<file path="src/rtl/mod_counter_pkg.sv">
// mod_counter_pkg: shared direction encodings and digit-width helper for the modulo counter
package mod_counter_pkg;
  localparam logic DIR_UP = 1'b1;
  localparam logic DIR_DN = 1'b0;
  function automatic int clog2_safe(input int m);
    return (m <= 2) ? 1 : $clog2(m);
  endfunction
endpackage

</file>
<file path="src/rtl/mod_counter_digit.sv">
// mod_counter_digit: one modulo digit with clear, clamped load and up/down advance
module mod_counter_digit
  import mod_counter_pkg::*;
#(
  parameter int MODULUS = 10,
  localparam int W = clog2_safe(MODULUS)
) (
  input  logic         clk,
  input  logic         rst,
  input  logic         clr_i,
  input  logic         ld_i,
  input  logic [W-1:0] ld_val_i,
  input  logic         adv_i,
  input  logic         up_dn_i,
  output logic [W-1:0] q_o,
  output logic         is_term_o,
  output logic         ld_bad_o
);
  localparam logic [W-1:0] MAX = W'(MODULUS - 1);
  logic [W-1:0] q_q, q_d;
  assign q_o       = q_q;
  assign ld_bad_o  = ld_val_i > MAX;
  assign is_term_o = (up_dn_i == DIR_UP) ? (q_q == MAX) : (q_q == '0);
  // next digit value: clear, then clamped load, then wrap-around advance
  always_comb begin
    q_d = clr_i    ? '0 :
          ld_i     ? (ld_bad_o ? MAX : ld_val_i) :
          !adv_i   ? q_q :
          (up_dn_i == DIR_UP) ? ((q_q == MAX) ? '0 : q_q + W'(1)) :
                                ((q_q == '0) ? MAX : q_q - W'(1));
  end
  // digit register
  always_ff @(posedge clk or posedge rst) begin
    if (rst) q_q <= '0;
    else     q_q <= q_d;
  end
  a_in_range: assert property (@(posedge clk) disable iff (rst) q_q <= MAX);
endmodule

</file>
<file path="src/rtl/mod_counter_cascade.sv">
// mod_counter_cascade: multi-digit modulo up/down counter with load, clear, saturate and carry chaining
module mod_counter_cascade
  import mod_counter_pkg::*;
#(
  parameter int MODULUS  = 10,
  parameter int DIGITS   = 2,
  parameter int SATURATE = 0,
  localparam int W = clog2_safe(MODULUS)
) (
  input  logic                  clk,
  input  logic                  rst,
  input  logic                  en,
  input  logic                  cin,
  input  logic                  up_dn,
  input  logic                  clr,
  input  logic                  ld,
  input  logic [DIGITS*W-1:0]   ld_val,
  output logic [DIGITS*W-1:0]   cnt,
  output logic                  cout,
  output logic                  tc,
  output logic                  ld_err,
  output logic                  ovf
);
  logic              step, limit, hold;
  logic [DIGITS:0]   chain;
  logic [DIGITS-1:0] term, bad;
  logic              tc_q, tc_d, ld_err_q, ld_err_d, ovf_q, ovf_d;
  assign step     = en & cin & ~clr & ~ld;
  assign chain[0] = 1'b1;
  assign limit    = step & chain[DIGITS];
  assign hold     = limit & (SATURATE != 0);
  assign cout     = limit & (SATURATE == 0);
  assign tc       = tc_q;
  assign ld_err   = ld_err_q;
  assign ovf      = ovf_q;
  genvar g;
  for (g = 0; g < DIGITS; g++) begin : g_dig
    assign chain[g+1] = chain[g] & term[g];
    mod_counter_digit #(.MODULUS(MODULUS)) u_dig (
      .clk      (clk),
      .rst      (rst),
      .clr_i    (clr),
      .ld_i     (ld),
      .ld_val_i (ld_val[g*W +: W]),
      .adv_i    (step & chain[g] & ~hold),
      .up_dn_i  (up_dn),
      .q_o      (cnt[g*W +: W]),
      .is_term_o(term[g]),
      .ld_bad_o (bad[g])
    );
  end
  // flag next state: limit pulse, bad-load pulse, sticky overflow cleared by clr
  always_comb begin
    tc_d     = limit;
    ld_err_d = ~clr & ld & |bad;
    ovf_d    = ~clr & (ovf_q | limit);
  end
  // flag registers
  always_ff @(posedge clk or posedge rst) begin
    if (rst) begin
      tc_q     <= 1'b0;
      ld_err_q <= 1'b0;
      ovf_q    <= 1'b0;
    end else begin
      tc_q     <= tc_d;
      ld_err_q <= ld_err_d;
      ovf_q    <= ovf_d;
    end
  end
endmodule
</file>
<file path="config.mk">
export PLATFORM = sky130hd
export DESIGN_NAME = mod_counter_cascade
export DESIGN_NICKNAME = d
export VERILOG_FILES = /design/src/rtl/mod_counter_pkg.sv /design/src/rtl/mod_counter_digit.sv /design/src/rtl/mod_counter_cascade.sv
export SDC_FILE = /design/constraint.sdc
export NUM_CORES = 1
export LEC_CHECK = 0
export CAP_MARGIN = 20
export CELL_PAD_IN_SITES_DETAIL_PLACEMENT = 1
export CELL_PAD_IN_SITES_GLOBAL_PLACEMENT = 1
export CORE_MARGIN = 2
export CORE_UTILIZATION = 33
export DETAILED_ROUTE_END_ITERATION = 12
export GPL_TIMING_DRIVEN = 0
export PLACE_DENSITY = 0.77
export SLEW_MARGIN = 40
export SYNTH_ARGS = -nofsm -noshare
export SYNTH_HDL_FRONTEND = slang
export SYNTH_SLANG_ARGS = --single-unit
</file>
<file path="constraint.sdc">
create_clock -name clk -period 2.65 [get_ports clk]
set_input_delay 0.53 -clock clk [delete_from_list [all_inputs] [get_ports clk]]
set_output_delay 0.53 -clock clk [all_outputs]
set_load 0.01 [all_outputs]
</file>
==> flow_summary.toml, run 1 <==
[detailed_routing]
routed_wl_um = 3076
viasPerCell = 5.382
drcViolationCount = 0
vias = 1028
wl_per_cell_um = 16.10
drt_iter0_markers = 32
drt_pass1_iterations = 4
ant_nets = 0

[grt]
grt_util_met3 = 0.03795
overflow = 0
use_met2 = 0.3442
use_met1 = 0.2885
antenna_found_initial = 0
grt_max_degree = 12
grt_pass1_vias = 1144
grt_use_total = 0.2099
grt_pass1_wl_um = 5437
grt_busiest_layer = "met2"

[floorplan]
die_area_um2 = 3355
start_util = 0.3480
die_w_um = 57.93
die_y_um = 57.93
core_um2 = 2758
row_count = 19
ios = 27

[worst_hold_path]
hold_class = "reg2reg"

[yosys]
synth_area_leaders = "dfrtp_1 (29%), ha_1 (9.1%), a21oi_1 (7.3%)"
synth_cells = 127
synth.top_cell.area_share = 0.2868
synthesis.area_um2 = 959.7
synth_fp_nets = 149
synth_ff_type = "dfrtp_1"
synthMuxAreaShare = 0.01173
synthAdderAreaFrac = 0.09126
ys_ff_latch = 11
synth.most_common_cell = "nor2_1"
synth_compound_area_frac = 0.2634
synth_cell_types = 40
synth_edf_count = 0
synth_simple_gate_area_frac = 0.2399
synth_xor_area_frac = 0.01825
synth_top_family_by_area = "compound AO/OA/AOI/OAI gates"
async_flop_share = 1.000
yosysTopAreaCell = "dfrtp_1"
avgSynthCellArea_um2 = 7.556
ys_warn_count = 0
synthTopCellsByCount = "nor2_1 (17), a21oi_1 (14), nand2_1 (13), dfrtp_1 (11), inv_1 (10)"
yosysSeqAreaShare = 0.2868

[clock_tree]
clkTransAtPathRegs_ns = 0.08
clk_latency_ns = 0.27
clock-sinks = 11
h-tree-depth = 1
cts_buffers = 3
cts_tree = "built"
clockRootBuffer = "clkbuf_4"
clockBufferDepth = 2

[sta]
layout_min_cycle_time_ns = 2.493
hold_viol_final = 0
clock_skew_ns = 0.001562
slew_viol_final = 0
fmax_mhz = 401.2
setup_viol = 0
fin_crit_sh = 0.9406
rsz0062_at_grt = "false"
max_slew_margin = 0.6816
tightest_slew_ns = 0.4771
tns_ns = 0

[pwr]
pwr-share-clk = 0.217
comb_power_share = 0.443
power_switching_uw = 210.3
p_sw_frac = 0.3682
p_int_uw = 360.8
seq_power_share = 0.340
peakVddDrop_mv = 0.2384
p_per_area_nw_per_um2 = 424.2
p_leak_nw = 0.5482

[status]
status = "finished clean"

[cells_and_area]
instances_no_fill = 191
fillers = 351
fin_nets = 183
drive_above_1_share = 0.1750
multi_input_area_um2 = 640.6
regArea_um2 = 280.3
antenna_cells = 0
syn2layout_area_growth_pct = 40.29

[worst_setup_path]
path_max_fanout = 5
start_kind = "register"
cp.required_ns = 2.12
worstSetupPathType = "reg2out"
arrival_ns = 1.96
worstSetupEndpointType = "output port"

[placed_design]
gp_congestion = 0.8069
hpwlAfterDp_um = 2266
numPortBuffers = 24
post-place-cells = 182

[flow_run]
cap_violations = 0
[power groups by stage]
| stage | clock, mW | sequential (mW) | combinational [mW] |
|---|---|---|---|
| 2_1_floorplan | 0 | 0.205 | 0.124 |
| 3_3_place_gp | 0 | 0.201 | 0.207 |
| 3_5_place_dp | 0 | 0.202 | 0.215 |
| 4_1_cts | 0.129 | 0.194 | 0.247 |
| 5_1_grt | 0.136 | 0.197 | 0.279 |
| 6_report | 0.124 | 0.194 | 0.253 |
[worst paths after layout]
path | start | endpoint | slack, ns | cells after the start
setup / recovery | g_dig[1].u_dig.q_o[0] | cout | 0.16 | 6
hold / removal | ovf | ovf | 0.53 | 2
setup reg to reg | g_dig[0].u_dig.q_o[0] | g_dig[1].u_dig.q_o[3] | 0.62 | 9
hold reg to reg | ovf | ovf | 0.53 | 2
max in group asynchronous | rst | g_dig[0].u_dig.q_o[1] | 1.74 | 2
min in group asynchronous | rst | tc | 0.56 | 2
[registers in the layout, summed over array words and instances (netlist names)]
name,count
g_dig.u_dig.q_o,8
ld_err,1
ovf,1
tc,1
[through the flow]
step / setup slack [ns] / util / instance area (um2) / total power [mW] / hold slack, ns
4_1_cts: 0.01420 / 0.4864 / 1341 / 0.5702 / 0.5378
5_1_grt: 0.07014 / 0.4882 / 1346 / 0.6127 / 0.5797
2_1_floorplan: 0.4918 / - / 959.7 / 0.3295 / 0.3824
3_3_place_gp: -0.1675 / 0.4492 / 1239 / 0.4076 / 0.4850
3_5_place_dp: -0.2176 / 0.4492 / 1239 / 0.4165 / 0.5178
6_report: 0.1575 / 0.4882 / 1346 / 0.5710 / 0.5312
[kinds of logic (layout without fill, tap and decap cells)]
group / count (synthesis) / count (layout)
muxes: 1 / 1
AOI/OAI and AO/OA: 40 / 40
and+or+nand+nor: 48 / 48
DFF: 11 / 11
adders and majority gates: 7 / 7
buffers and inverters: 18 / 51
xor gates and xnor gates: 2 / 2
[cells in the final DEF, fill, tap and decap left out, drive strengths merged, types with 2 or more instances in the layout]
master	n
o21ai	9
and2	2
nand2b	3
or3b	2
nand3	2
clkbuf	9
nand4	2
a31oi	4
a21oi	14
inv	10
dfrtp	11
buf	9
nor2	17
nand2	13
clkdlybuf4s50	23
ha	7
nand3b	2
[routing by layer]
metal	share of wire	vias up	wire length, um
li1	-	515	-
met1	0.48	484	1473
met2	0.48	25	1478
met3	0.035	4	109
met4	0.0049	0	15
met5	0	-	0
[critical path, stage by stage (launching register included)]
cell and delay [ns]:
dfrtp_2 0.43, inv_4 0.09, ha_4 0.16, or3b_2 0.48, a21oi_4 0.18, and3_4 0.21, clkbuf_2 0.13
[final cells by class]
cell class                      instances  area share
Buffer                                  8     0.03532
Clock buffer                            4     0.01952
Inverter                               10     0.02974
Multi-Input combinational cell         98      0.4758
Sequential cell                        11      0.2082
Tap cell                               31     0.02881
Timing Repair Buffer                   29      0.2026
[what timing repair did]
action                                  CTS  global route
endpoints found under the setup margin    1             1
setup buffers                             5             0
gates resized for setup                  14             4
pin swaps                                 2             0
hold buffers                              0             0
Power figures use the tool's default switching activity.
==> run 2: changes to the inputs <==
--- a/config.mk
+++ b/config.mk
@@ -8,7 +8,7 @@
 export CAP_MARGIN = 20
 export CELL_PAD_IN_SITES_DETAIL_PLACEMENT = 1
 export CELL_PAD_IN_SITES_GLOBAL_PLACEMENT = 1
-export CORE_MARGIN = 2
+export CORE_MARGIN = 8
 export CORE_UTILIZATION = 33
 export DETAILED_ROUTE_END_ITERATION = 12
 export GPL_TIMING_DRIVEN = 0
==> run 2 against run 1 <==
Final cell count down 0.52%. Worst hold slack worse by 0.022 ns. Core utilization down 0.68 points. Clock power is 6% higher. Non-clock buffer count decreased by 1. Count of clock-buffer cells in the layout unchanged. Clock skew rose by 0.0064 ns. Combinational power is 2% lower. Flip-flop and latch count did not move. Global-route usage is 7.7 points lower.
==> flow_summary.toml, run 2 (synthesized netlist as in run 1, its figures left out) <==
[status]
status = "finished clean"

[detailed_routing]
drt_pass1_iterations = 3
vias = 1052
drcViolationCount = 0
ant_nets = 0
wl_per_cell_um = 17.42
viasPerCell = 5.537
routed_wl_um = 3310
drt_iter0_markers = 68

[floorplan]
row_count = 19
start_util = 0.3480
die_area_um2 = 4890
ios = 27
die_w_um = 69.93
die_y_um = 69.93
core_um2 = 2758

[placed_design]
numPortBuffers = 24
post_dp_cell_area_um2 = 1239
gp_congestion = 0.8195
hpwlAfterDp_um = 2407

[sta]
hold_viol_final = 0
max_slew_margin = 0.6818
fmax_mhz = 392.0
rsz0062_at_grt = "false"
setup_viol = 0
fin_crit_sh = 0.9627
layout_min_cycle_time_ns = 2.551
fin_hold_ws_ns = 0.5093
tightest_slew_ns = 0.4768
slew_viol_final = 0
clock_skew_ns = 0.008004

[grt]
antenna_found_initial = 0
grt_use_total = 0.1324
grt_max_degree = 12
grt_pass1_wl_um = 5575
grt_pass1_vias = 1129
overflow = 0

[clock_tree]
clkTransAtPathRegs_ns = 0.09
clock-sinks = 11
clockRootBuffer = "clkbuf_4"
cts_tree = "built"
cts_buffers = 3
holdBufCountCts = 0
clk_latency_ns = 0.29
h-tree-depth = 1
clockBufferDepth = 2

[worst_setup_path]
r2r_slack_ns = 0.75
worstSetupPathType = "reg2out"
worstSetupEndpointType = "output port"
path_max_fanout = 5
cp.required_ns = 2.12
start_kind = "register"
arrival_ns = 2.02

[cells_and_area]
fillers = 343
final_util = 0.4814
largest_reg_flops = 8
antenna_cells = 0
final_cell_mix = "clkdlybuf4s50_1 (23), nor2_1 (17), nand2_1 (13), a21oi_1 (13)"
fin_nets = 182
final_common_cell = "clkdlybuf4s50_1"
drive_above_1_share = 0.1572
syn2layout_area_growth_pct = 38.33
design_area_um2 = 1328

[pwr]
p_leak_nw = 0.5422
p_total_uw = 574.6
p_per_area_nw_per_um2 = 432.8
peakVddDrop_mv = 0.3644

[flow_run]
cap_violations = 0

[worst_hold_path]
hold_class = "reg2reg"
## run 2: worst max-delay path, cell delays in order (launching register included)
cell	delay (ns)
dfrtp_2	0.44
inv_2	0.10
ha_4	0.16
or3b_2	0.49
a21oi_4	0.19
and3_4	0.22
clkbuf_2	0.13
## run 2: what timing repair did
| item | in CTS | in global routing |
|---|---|---|
| resized for setup | 13 | 2 |
| pin swaps | 1 | 0 |
| buffers inserted | 4 | 0 |
| gates cloned | 0 | 0 |
| setup endpoints to repair | 1 | 1 |
## run 2: power breakdown
group          internal (mW)  total [mW]  switching [mW]  leakage (nW)
clock network         0.0585       0.131          0.0724        0.0150
logic                  0.115       0.249           0.134         0.386
registers              0.183       0.194          0.0115         0.141
## run 2: per-stage QoR
| step | setup slack [ns] | std cells | TNS (ns) |
|---|---|---|---|
| 6_report | 0.09890 | 190 | 0 |
| 5_1_grt | 0.02786 | 190 | 0 |
| 4_1_cts | 0.009064 | 190 | 0 |
| 3_5_place_dp | -0.2393 | 182 | -0.2393 |
| 3_3_place_gp | -0.1923 | 182 | -0.1923 |
| 2_1_floorplan | 0.4918 | 127 | 0 |
## run 2: final timing paths
kind | from | endpoint | cells past startpoint
min reg2reg | ovf | ovf | 2
max in group asynchronous | rst | g_dig[0].u_dig.q_o[0] | 2
max | g_dig[1].u_dig.q_o[1] | cout | 6
min | ovf | ovf | 2
max reg2reg | g_dig[0].u_dig.q_o[1] | g_dig[1].u_dig.q_o[2] | 8
min in group asynchronous | rst | ld_err | 2
## run 2: layer usage
metal | routed length (um) | share of wire | track usage | vias to the layer above
met1 | 1566 | 0.47 | 0.1611 | 515
li1 | - | - | - | 508
met5 | 0 | 0 | 0 | -
met4 | 27 | 0.0082 | 0.03795 | 0
met2 | 1548 | 0.47 | 0.2173 | 25
met3 | 167 | 0.050 | 0.04096 | 4
## run 2: layout make-up
type | instances | area, um2 | area share
multi-input combinational | 98 | 630.6 | 0.4750
sequential | 11 | 279.0 | 0.2102
timing repair buffer | 28 | 265.3 | 0.1998
buffer | 8 | 47.55 | 0.03582
inverter | 10 | 40.04 | 0.03016
tap | 31 | 38.79 | 0.02922
clock buffer | 4 | 26.28 | 0.01979
